===== src/rtl/ring_counter_multi.sv =====
// ring_counter_multi: N-bit shift-register counter used as a sequencer or
// phase generator. It runs either as a one-hot ring (N states) or as a
// Johnson / twisted ring (2N states), up or down, with parallel load, a
// synchronous reset, one-step recovery from illegal states, a binary position
// decode and a registered wrap pulse.
//
// Per-edge priority is reset > load > en > hold.
//   - An enabled step from an illegal state goes straight to START for the
//     current mode. That recovery step never raises wrap.
//   - A loaded value is taken verbatim, even if it is illegal.
//   - An illegal value stays in place until the next enabled step.
//   - mode and dir are sampled on every edge, so both may change mid-run.
module ring_counter_multi #(
    parameter int N  = 4,
    parameter int PW = $clog2(2 * N)
) (
    input  logic          clk,
    input  logic          reset,
    input  logic          en,
    input  logic          mode,
    input  logic          dir,
    input  logic          load,
    input  logic [N-1:0]  load_val,
    output logic [N-1:0]  q,
    output logic [PW-1:0] pos,
    output logic          illegal,
    output logic          wrap
);

    // Mode encoding: 0 = one-hot ring, 1 = Johnson.
    localparam logic MODE_RING    = 1'b0;
    localparam logic MODE_JOHNSON = 1'b1;

    // START state of each encoding.
    localparam logic [N-1:0] RING_START    = N'(1);
    localparam logic [N-1:0] JOHNSON_START = '0;

    // Step selector: {mode, dir}.
    typedef enum logic [1:0] {
        STEP_RING_UP      = 2'b00,
        STEP_RING_DOWN    = 2'b01,
        STEP_JOHNSON_UP   = 2'b10,
        STEP_JOHNSON_DOWN = 2'b11
    } step_e;

    logic [N-1:0]  state_q;
    logic [N-1:0]  state_d;
    logic          wrap_q;
    logic          wrap_d;

    logic [N-1:0]  start_state;
    logic [N-1:0]  step_state;
    step_e         step_sel;

    logic          ring_legal;
    logic [PW-1:0] ring_pos;
    logic          johnson_legal;
    logic [PW-1:0] johnson_pos;
    logic [N-1:0]  low_mask;

    logic          state_legal;

    // One-hot ring decode: legal means exactly one bit set, and pos is the
    // index of that bit.
    always_comb begin
        // NOTE: every output of a combinational block gets a default before
        // any conditional assignment. Otherwise a path that skips the
        // assignment would infer a latch.
        ring_pos   = '0;
        ring_legal = (state_q != '0) && ((state_q & (state_q - N'(1))) == '0);
        for (int i = 0; i < N; i++) begin
            if (state_q[i]) begin
                ring_pos = PW'(i);
            end
        end
        if (!ring_legal) begin
            ring_pos = '0;
        end
    end

    // Johnson decode: compare the state against every legal pattern.
    // A run of k ones anchored at bit 0 (k = 0..N) sits at index k.
    // A run of N-k ones anchored at bit N-1 (k = 1..N-1) is the complement of
    // the k-bit low mask, and sits at index N+k.
    always_comb begin
        johnson_legal = 1'b0;
        johnson_pos   = '0;
        low_mask      = '0;
        for (int k = 0; k <= N; k++) begin
            if (state_q == low_mask) begin
                johnson_legal = 1'b1;
                johnson_pos   = PW'(k);
            end
            if ((k >= 1) && (k <= N - 1) && (state_q == ~low_mask)) begin
                johnson_legal = 1'b1;
                johnson_pos   = PW'(N + k);
            end
            if (k < N) begin
                low_mask = {low_mask[N-2:0], 1'b1};
            end
        end
    end

    // Select the decode for the current mode. An illegal state reports pos 0.
    always_comb begin
        state_legal = (mode == MODE_JOHNSON) ? johnson_legal : ring_legal;
        pos         = '0;
        if (state_legal) begin
            pos = (mode == MODE_JOHNSON) ? johnson_pos : ring_pos;
        end
    end

    // Compute the START state and the one-step successor for the current
    // mode and direction.
    always_comb begin
        start_state = (mode == MODE_JOHNSON) ? JOHNSON_START : RING_START;
        step_sel    = step_e'({mode, dir});
        step_state  = state_q;
        unique case (step_sel)
            STEP_RING_UP:      step_state = {state_q[N-2:0], state_q[N-1]};
            STEP_RING_DOWN:    step_state = {state_q[0], state_q[N-1:1]};
            STEP_JOHNSON_UP:   step_state = {state_q[N-2:0], ~state_q[N-1]};
            STEP_JOHNSON_DOWN: step_state = {~state_q[0], state_q[N-1:1]};
            default:           step_state = state_q;
        endcase
    end

    // Next-state and wrap selection below reset: load > en > hold.
    // An illegal state recovers to START in one enabled step, without wrap.
    always_comb begin
        state_d = state_q;
        wrap_d  = 1'b0;
        if (load) begin
            state_d = load_val;
        end else if (en) begin
            if (!state_legal) begin
                state_d = start_state;
            end else begin
                state_d = step_state;
                wrap_d  = (step_state == start_state);
            end
        end
    end

    // State and wrap registers. The synchronous reset overrides everything
    // and loads the START state of the mode sampled on this edge.
    always_ff @(posedge clk) begin
        // NOTE: sequential state uses non-blocking assignments. Every flop
        // then samples the values from before the edge, whatever order the
        // statements are written in.
        if (reset) begin
            state_q <= start_state;
            wrap_q  <= 1'b0;
        end else begin
            state_q <= state_d;
            wrap_q  <= wrap_d;
        end
    end

    assign q       = state_q;
    assign wrap    = wrap_q;
    assign illegal = ~state_legal;

    // The step decode always covers every {mode, dir} pair.
    // These mode names document the encoding used in the decodes above.
    logic unused_mode_names;
    assign unused_mode_names = MODE_RING ^ MODE_JOHNSON;

endmodule

===== config.mk =====
export PLATFORM = sky130hd
export DESIGN_NAME = ring_counter_multi
export DESIGN_NICKNAME = d
export VERILOG_FILES = /design/src/rtl/ring_counter_multi.sv
export SDC_FILE = /design/constraint.sdc
export NUM_CORES = 1
export LEC_CHECK = 0
export ABC_AREA = 1
export BUFFER_PORTS_ARGS = -buffer_cell sky130_fd_sc_hd__buf_4
export CAP_MARGIN = 20
export CELL_PAD_IN_SITES_DETAIL_PLACEMENT = 1
export CELL_PAD_IN_SITES_GLOBAL_PLACEMENT = 2
export CORE_ASPECT_RATIO = 0.8
export CORE_MARGIN = 1
export CORE_UTILIZATION = 25
export CTS_BUF_LIST = sky130_fd_sc_hd__clkbuf_16
export CTS_CLUSTER_DIAMETER = 30
export DETAILED_ROUTE_END_ITERATION = 6
export PLACE_DENSITY_LB_ADDON = 0.1
export SETUP_SLACK_MARGIN = 0.02
export SYNTH_ARGS = -nofsm -noshare
export SYNTH_HDL_FRONTEND = slang
export SYNTH_SLANG_ARGS = --single-unit

===== constraint.sdc =====
create_clock -name clk -period 2.42 [get_ports clk]
set_clock_uncertainty 0.1 [all_clocks]
set_input_delay 0 -clock clk [delete_from_list [all_inputs] [get_ports clk]]
set_output_delay 0 -clock clk [all_outputs]
set_load 0.005 [all_outputs]

==> results by stage, run 1 <==
Finish:
- The number of nets in the layout is approximately 120.
- The number of inserted diodes is 0.
- In the final layout, the multi-input gates occupy between 300 and 400 sq um.
- The area used by sequential logic in the layout is 140 sq um.
- In the final layout, the share of cells above drive strength 1 is 0.276.
- The filler cell count is between 200 and 300.
- From synthesis to final layout, the design area changed by 38.0%.
- Once layout is done, the placed cells without fillers occupy 749 sq um.
- Leaving out filler cells and counting taps, the final layout contains 129.

Clock network:
- The number of sinks on the clock net is 5.
- The CTS tree is done.
- In this run, CTS created clock tree buffers numbering 3.
- Counting along the longest clock path gives a buffer depth of 2.
- The clock latency of the later-clocked register in the worst-skew pair is 0.23 ns.
- The number of gates resized after cts is 0.
- In this run the number of H-tree levels came out at 1.
- Clock-pin slew was measured on the worst setup and hold paths at 0.04 ns.
- The CTS root buffer is sky130_fd_sc_hd__clkbuf_16.

Floorplanning:
- The die is 43.7 microns tall.
- During I/O placement, the number of pins put on the boundary was 19.
- The die area is between 2000 and 2500 sq um.
- Row generation in the floorplan step produced 14 rows.
- The starting density of the core is 0.277.
- From left edge to right edge, the die measures around 54 microns.
- The floorplan step defined a core boundary enclosing between 1500 and 2000 sq um.

Power:
- The total power after layout is 522 uW.
- The maximum ir drop on the vdd rail is 435 uV.
- The leakage power summed over all cells is 0.000374 uW.
- The power per standard cell area is 696 nW/um^2.

STA:
- The final max-slew violation count came to 0.
- The period utilization is 0.697.
- The relative slew slack is 0.765.
- Setup violations remaining at the end of the flow were counted as 0.
- The total count of hold-check failures in the final report is 0.
- Setup slack closes at 0.733 ns.
- For the pin with the worst max-slew slack, the measured transition is ~0.35 ns.
- The smallest clock period supported by the final layout is computed as around 1.7 ns.
- For the final routed database, the setup TNS stands at 0 ns.
- Derived from the worst setup path, the maximum achievable clock frequency is 593 MHz.
- Setup repair after global routing left no endpoint under its margin.

Yosys:
- The share of synthesized flip-flops with an asynchronous set or reset is 0.
- Averaged over all synthesized cells, the footprint is ~6.2 sq um.
- The number of enable-type register cells in the synthesized netlist is 4.
- In the synthesized netlist, the cells that appear most often are sky130_fd_sc_hd__nand2_1 (25), sky130_fd_sc_hd__nand3_1 (11), sky130_fd_sc_hd__inv_1 (10), sky130_fd_sc_hd__a21oi_1 (8), sky130_fd_sc_hd__nor2_1 (7).
- The most frequent cell after synthesis is sky130_fd_sc_hd__nand2_1.
- After synthesis, the cell types taking the most area are sky130_fd_sc_hd__edfxtp_1 (22%), sky130_fd_sc_hd__nand2_1 (17%), sky130_fd_sc_hd__nand3_1 (10%).
- The number of nets in the synthesized netlist is 97.
- After synthesis the netlist holds a flip-flop and latch count of 5.
- The number of instances in the synthesized netlist is 87.
- During synthesis, Yosys emitted a total of 0 warnings.
- The mapped netlist covers around 540 sq um.
- Of the post-synthesis cell area, the dominant cell type holds 0.221.
- The largest total area in the synthesized netlist belongs to sky130_fd_sc_hd__edfxtp_1.
- Of the synthesized area, sequential elements account for 0.258.
- In the synthesized netlist the dominant register cell turns out to be sky130_fd_sc_hd__edfxtp_1.
- Counting distinct cell types in the post-synthesis netlist gives 21.

Flow run:
- The tool flagged a number of max-cap violations equal to 0.

Worst setup path:
- The origin of the critical flop-to-flop path is q[0].
- The worst path arrival time is 1.59 ns.
- The register-to-register path setup slack is between 0.8 and 0.9 ns.
- The capturing element type of the critical path is an output pin.
- The kind of critical path is register to output pin.
- For this run, the slowest stage of the critical path takes 0.53 ns.
- The signal on the critical path passes through nor2_1 > nand2_1 > nand2_1 > nand2_2 > nand2_4 > inv_1 > nor2_1 > buf_4.
- Of all nets on the critical path, the largest fanout is 10.
- The logic depth of the worst register-to-register path is 8.
- The worst setup path is launched from a register.
- The required time of the worst setup path is 2.32 ns.
- On the critical path, the stage with the largest delay is an instance of sky130_fd_sc_hd__edfxtp_1.
- The terminus of the critical flop-to-flop path is q[0].

Min path:
- The class of the most critical hold timing path is primary input to register.
- Along the worst hold path, the cell count comes to 3.
- The launch instance of the worst min-delay path is load_val[2].
- The worst hold path terminates at q[2].

Routing:
- The detailed router finished its first iteration with 10 violations.
- Once detail routing completed, the nets flagged for antenna violations numbered 0.
- The mean number of vias per cell is between 4 and 5.
- Before antenna repair, the detailed router went through 4 iterations.
- After detailed routing, the total wire length is 1780 microns.
- For this run, design rule violations remaining after detail routing come to 0.
- The average wire per cell in the routed design is ~14 microns.
- The total via count in the routed design is between 600 and 700.

Placed design:
- At the end of routability-driven placement, the weighted congestion stood at ~0.70.
- The cell area after placement is around 660 sq um.
- The number of buffers added on ports is 18.
- The post-placement cell count is 124.
- Before CTS, the worst setup slack after placement is 0.834 ns.
- The placed wire-length estimate after detailed placement is approximately 1400 microns.

Global route:
- The overall overflow remaining after global route is 0.
- The initial antenna violation count is 0.
- The first global-routing pass estimated 2940 microns of wire.
- Across every metal layer, demand over resource in global routing totals 0.178.
- The via count of the first global-routing pass was around 620.
- Entering global routing, the biggest net connects 11 pins.

Outcome:
- The run finished with clean final reports.
==> logic make-up after synthesis <==
logic type / synth area share
XOR/XNOR: 0.0161
AND/OR/NAND/NOR: 0.422
flip-flops: 0.258
AO/OA/AOI/OAI: 0.131
buffers and inverters: 0.173
==> layout make-up <==
| class | instances | share of cell area |
|---|---|---|
| multi-input combinational | 65 | 0.412 |
| sequential | 5 | 0.187 |
| tap | 24 | 0.0401 |
| clock buffer | 3 | 0.100 |
| inverter | 12 | 0.0601 |
| timing repair buffer | 19 | 0.194 |
| clock inverter | 1 | 0.00668 |
==> flip-flops by register name, summed over array words and instances, names as in the netlist <==
name  flops
q         4
wrap      1
==> cell usage in the layout, fill, tap and decap left out <==
| cell | count |
|---|---|
| sky130_fd_sc_hd__a21oi_1 | 8 |
| sky130_fd_sc_hd__buf_4 | 18 |
| sky130_fd_sc_hd__clkbuf_16 | 3 |
| sky130_fd_sc_hd__clkinv_2 | 1 |
| sky130_fd_sc_hd__dfxtp_1 | 1 |
| sky130_fd_sc_hd__dlygate4sd3_1 | 1 |
| sky130_fd_sc_hd__edfxtp_1 | 4 |
| sky130_fd_sc_hd__inv_1 | 10 |
| sky130_fd_sc_hd__inv_2 | 2 |
| sky130_fd_sc_hd__nand2_1 | 25 |
| sky130_fd_sc_hd__nand2_2 | 3 |
| sky130_fd_sc_hd__nand2_4 | 1 |
| sky130_fd_sc_hd__nand3_1 | 11 |
| sky130_fd_sc_hd__nand4_1 | 2 |
| sky130_fd_sc_hd__nor2_1 | 7 |
| sky130_fd_sc_hd__nor2_2 | 1 |
| sky130_fd_sc_hd__nor3_1 | 1 |
| sky130_fd_sc_hd__o211ai_1 | 1 |
| sky130_fd_sc_hd__o21ai_0 | 3 |
| sky130_fd_sc_hd__o221ai_1 | 1 |
| sky130_fd_sc_hd__xnor2_1 | 1 |
==> worst max path at each step <==
stage,start,endpoint,cells after the start
floorplan,q[3],q[0],7
detailed placement,q[3],q[0],8
CTS,q[3],pos[2],8
finish,q[3],pos[2],8
global route,q[3],pos[2],9
global placement,q[0],q[0],8
==> per-layer routing <==
layer | track usage | wire [microns] | vias to the layer above
met2 | 0.259 | 806 | 12
li1 | - | - | 318
met3 | 0.0526 | 67 | 0
met4 | 0.0308 | 0 | 0
met5 | 0 | 0 | -
met1 | 0.261 | 904 | 311
==> metrics by stage <==
step | utilization | hold WS [ns]
after floorplan | - | 0.0886
after global placement | 0.336 | 0.229
after detailed placement | 0.336 | 0.227
after CTS | 0.382 | 0.0393
after global routing | 0.382 | 0.0707
final | 0.382 | 0.0501
==> critical path, delay by kind of cell, from the launching register on <==
family / cells / cell delay, ns
flip-flops: 1 / 0.53
buffers and inverters: 2 / 0.17
AND/OR/NAND/NOR: 6 / 0.65
==> what timing repair did <==
item                      CTS  global route
hold buffers                1             0
hold endpoints to repair    3             0
setup buffers               0             0
==> where the power goes <==
part,total [uW],internal (uW),leakage [uW],switching [uW]
combinational,127,56.8,0.000280,69.8
sequential,119,102,0.0000525,17.6
clock,276,216,0.0000409,59.8
total,522,375,0.000374,147
No activity file was read; power rests on OpenSTA's default activity.
==> inputs of run 2 (changes only) <==
--- a/config.mk
+++ b/config.mk
@@ -12,7 +12,7 @@
 export CELL_PAD_IN_SITES_GLOBAL_PLACEMENT = 2
 export CORE_ASPECT_RATIO = 0.8
 export CORE_MARGIN = 1
-export CORE_UTILIZATION = 25
+export CORE_UTILIZATION = 21
 export CTS_BUF_LIST = sky130_fd_sc_hd__clkbuf_16
 export CTS_CLUSTER_DIAMETER = 30
 export DETAILED_ROUTE_END_ITERATION = 6
==> constraint.sdc (replaced) <==
create_clock -name clk -period 1.5 [get_ports clk]
set_clock_uncertainty 0.1 [all_clocks]
set_input_delay 0 -clock clk [delete_from_list [all_inputs] [get_ports clk]]
set_output_delay 0 -clock clk [all_outputs]
set_load 0.005 [all_outputs]
==> run 2 against run 1 <==
  * The run now ends with setup timing left
  * Combinational power grew to 3.0 times the previous value
  * Critical path depth is 2 higher
  * Power is 94% higher
  * Cell area is 41% higher
  * Utilization is 5.0 points higher
  * Largest cell class unchanged
==> results by stage, run 2 (synthesis gave the netlist of run 1 again) <==
Routing:
- In the final routed layout, each cell accounts on average for approximately 13 microns.
- The total via count in the routed design is 722.
- The number of violations reported at the end of detailed-routing iteration 0 is 18.
- The final antenna-violating net count is 0.
- The detailed-routing iteration count for the pre-antenna-repair pass is 6.
- The routed design has 2090 microns of wire.
- In the routed layout, each cell is associated on average with a via count of approximately 4.5.
- In the routed design, unresolved DRC markers number 0.

Worst setup path:
- The worst path arrival time is approximately 1.5 ns.
- The required time of the worst setup path is around 1.4 ns.
- The worst register-to-register path has a depth of 8.
- The kind of critical path is register to output pin.
- The worst-path maximum fanout is 6.
- In this run the critical register-to-register path is captured at q[0].
- The register-to-register path setup slack is -0.08 ns.
- In this run the critical register-to-register path is launched from q[3].
- The type of origin of the critical path is a register.
- The worst setup path is captured at an output pin.

Global route:
- The first global-routing pass estimated 3080 microns of wire.
- The overall overflow remaining after global route is 0.
- For this run, the total global-route usage over all layers was measured as 0.157.
- Entering global routing, the biggest net connects 11 pins.
- The initial antenna violation count is 0.
- The via count of the first global-routing pass is 680.

Min path:
- The startpoint identified for the worst hold timing path is load_val[2].
- The worst hold path depth is 3.
- The path class of the tightest hold or removal check is primary input to register.
- The worst hold endpoint is q[2].

Floorplanning:
- The die span in x is 58.9 microns.
- Row generation in the floorplan step produced 16 rows.
- The starting density of the core is 0.222.
- The core box area is 2440 sq um.
- During I/O placement, the number of pins put on the boundary was 19.
- The die outline height is 47.5 microns.
- The die area is 2790 sq um.

Clock network:
- Clock tree synthesis selected as its root buffer the cell sky130_fd_sc_hd__clkbuf_16.
- The maximum buffer depth of the clock tree is 2.
- For the worst-skew pair, the clock arrives at the later sink with an insertion delay of 0.23 ns.
- The number of sinks on the clock net is 5.
- Clock-pin slew was measured on the worst setup and hold paths at ~0.03 ns.
- The TritonCTS buffer count is 3.
- TritonCTS built the clock tree.
- The depth of the CTS H-tree is 1.

Finish:
- The register with the most flip-flops in the layout has 4 of them.
- The relative area change from synthesis to final layout is 94.5%.
- Of the cells placed in the final design, the portion with a size suffix greater than 1 is 0.579.
- In the final design database the tool counted 137 nets.
- The most common cell after layout, fill and taps aside is sky130_fd_sc_hd__buf_4.
- The post-route cell area is 1060 sq um.
- In the layout the commonest cells are sky130_fd_sc_hd__buf_4 (31), sky130_fd_sc_hd__nand2_1 (21), sky130_fd_sc_hd__inv_1 (8), sky130_fd_sc_hd__buf_6 (8).
- The number of inserted diodes is 0.
- The filler cell count is 328.

STA:
- The post-layout worst setup margin is -0.118 ns.
- Timing would allow up to 618 MHz.
- Setup violations remaining at the end of the flow were counted as 8.
- The post-route minimum period is about 1.6 ns.
- The period utilization is 1.08.
- Setup repair after global routing could not meet its margin everywhere.
- At the pin with the least slew margin, the transition time is 0.480 ns.
- The final max-slew violation count is 0.
- The final-layout setup total negative slack is -0.574 ns.
- The total count of hold-check failures in the final report is 0.
- The worst pin sits at a relative slew slack of 0.676.

Power:
- The maximum ir drop on the vdd rail is between 500 and 600 uV.
- The leakage power summed over all cells is 0.000509 uW.
- The power per standard cell area is 957 nW/um^2.

Placed design:
- Routability-driven placement finished with a final weighted congestion of 0.752.
- The cell area after placement is 757 sq um.
- The placed wire-length estimate after detailed placement is 1450 microns.
- The number of buffers added on ports is 18.

Outcome:
- The final reports fail on setup timing.
- The flow ran to the end, but the final reports show violations.

Flow run:
- Across the run, the number of max-cap violations was 0.
-- run 2: layer usage --
metal | share of wire | track usage | vias to the layer above | wire [microns]
met1 | 0.48 | 0.208 | 343 | 1010
met2 | 0.47 | 0.250 | 14 | 986
met4 | 0 | 0.0143 | 0 | 0
met5 | 0 | 0 | - | 0
met3 | 0.046 | 0.0649 | 0 | 96
li1 | - | - | 365 | -
-- run 2: cell type report --
cell class / instances / area (sq um) / share of cell area
multi-input combinational: 65 / 412 / 0.390
timing repair buffer: 40 / 333 / 0.315
sequential: 5 / 140 / 0.133
clock buffer: 3 / 75.1 / 0.0711
inverter: 12 / 47.5 / 0.0450
tap: 36 / 45.0 / 0.0427
clock inverter: 1 / 3.75 / 0.00355
-- run 2: through the flow --
step / hold WS [ns] / power (uW) / cells / utilization / setup slack [ns]
after CTS: 0.0251 / 951 / 159 / 0.388 / -0.144
after global routing: 0.0598 / 1060 / 162 / 0.432 / -0.205
after floorplan: 0.0886 / 320 / 87 / - / 0.106
after detailed placement: 0.227 / 438 / 147 / 0.310 / -0.00975
after global placement: 0.226 / 441 / 147 / 0.310 / -0.0516
final: 0.0394 / 1010 / 162 / 0.432 / -0.118
-- run 2: timing repair --
action / in CTS / in global routing
endpoints found under the setup margin: 6 / 9
setup buffers: 7 / 3
resized for setup: 15 / 22
hold buffers: 1 / 0
pin swaps: 6 / 8
endpoints found under the hold margin: 2 / 0
-- run 2: power by group --
part           internal (uW)  switching [uW]  total, uW  leakage [uW]
Combinational            201             186        387      0.000415
Clock                    346            94.9        441     0.0000423
Sequential               164            18.8        183     0.0000525
-- run 2: worst max-delay path: stages, from the launching register on --
cell and delay, ns:
sky130_fd_sc_hd__edfxtp_1 0.40, sky130_fd_sc_hd__buf_6 0.16, sky130_fd_sc_hd__nand2_2 0.09, sky130_fd_sc_hd__nand2_2 0.07, sky130_fd_sc_hd__nor2_4 0.10, sky130_fd_sc_hd__nand2_4 0.07
sky130_fd_sc_hd__nand2_4 0.07, sky130_fd_sc_hd__buf_6 0.10, sky130_fd_sc_hd__inv_4 0.03, sky130_fd_sc_hd__nor2_2 0.07, sky130_fd_sc_hd__buf_4 0.11
-- run 2: worst max path at each step --
stage,cells after the start,from,to,slack (ns)
2_1_floorplan,7,q[3],q[0],0.11
3_3_place_gp,7,q[3],q[1],-0.05
3_5_place_dp,7,q[3],q[1],-0.01
4_1_cts,7,q[3],pos[1],-0.14
5_1_grt,9,q[0],pos[2],-0.20
6_report,10,q[3],pos[2],-0.12
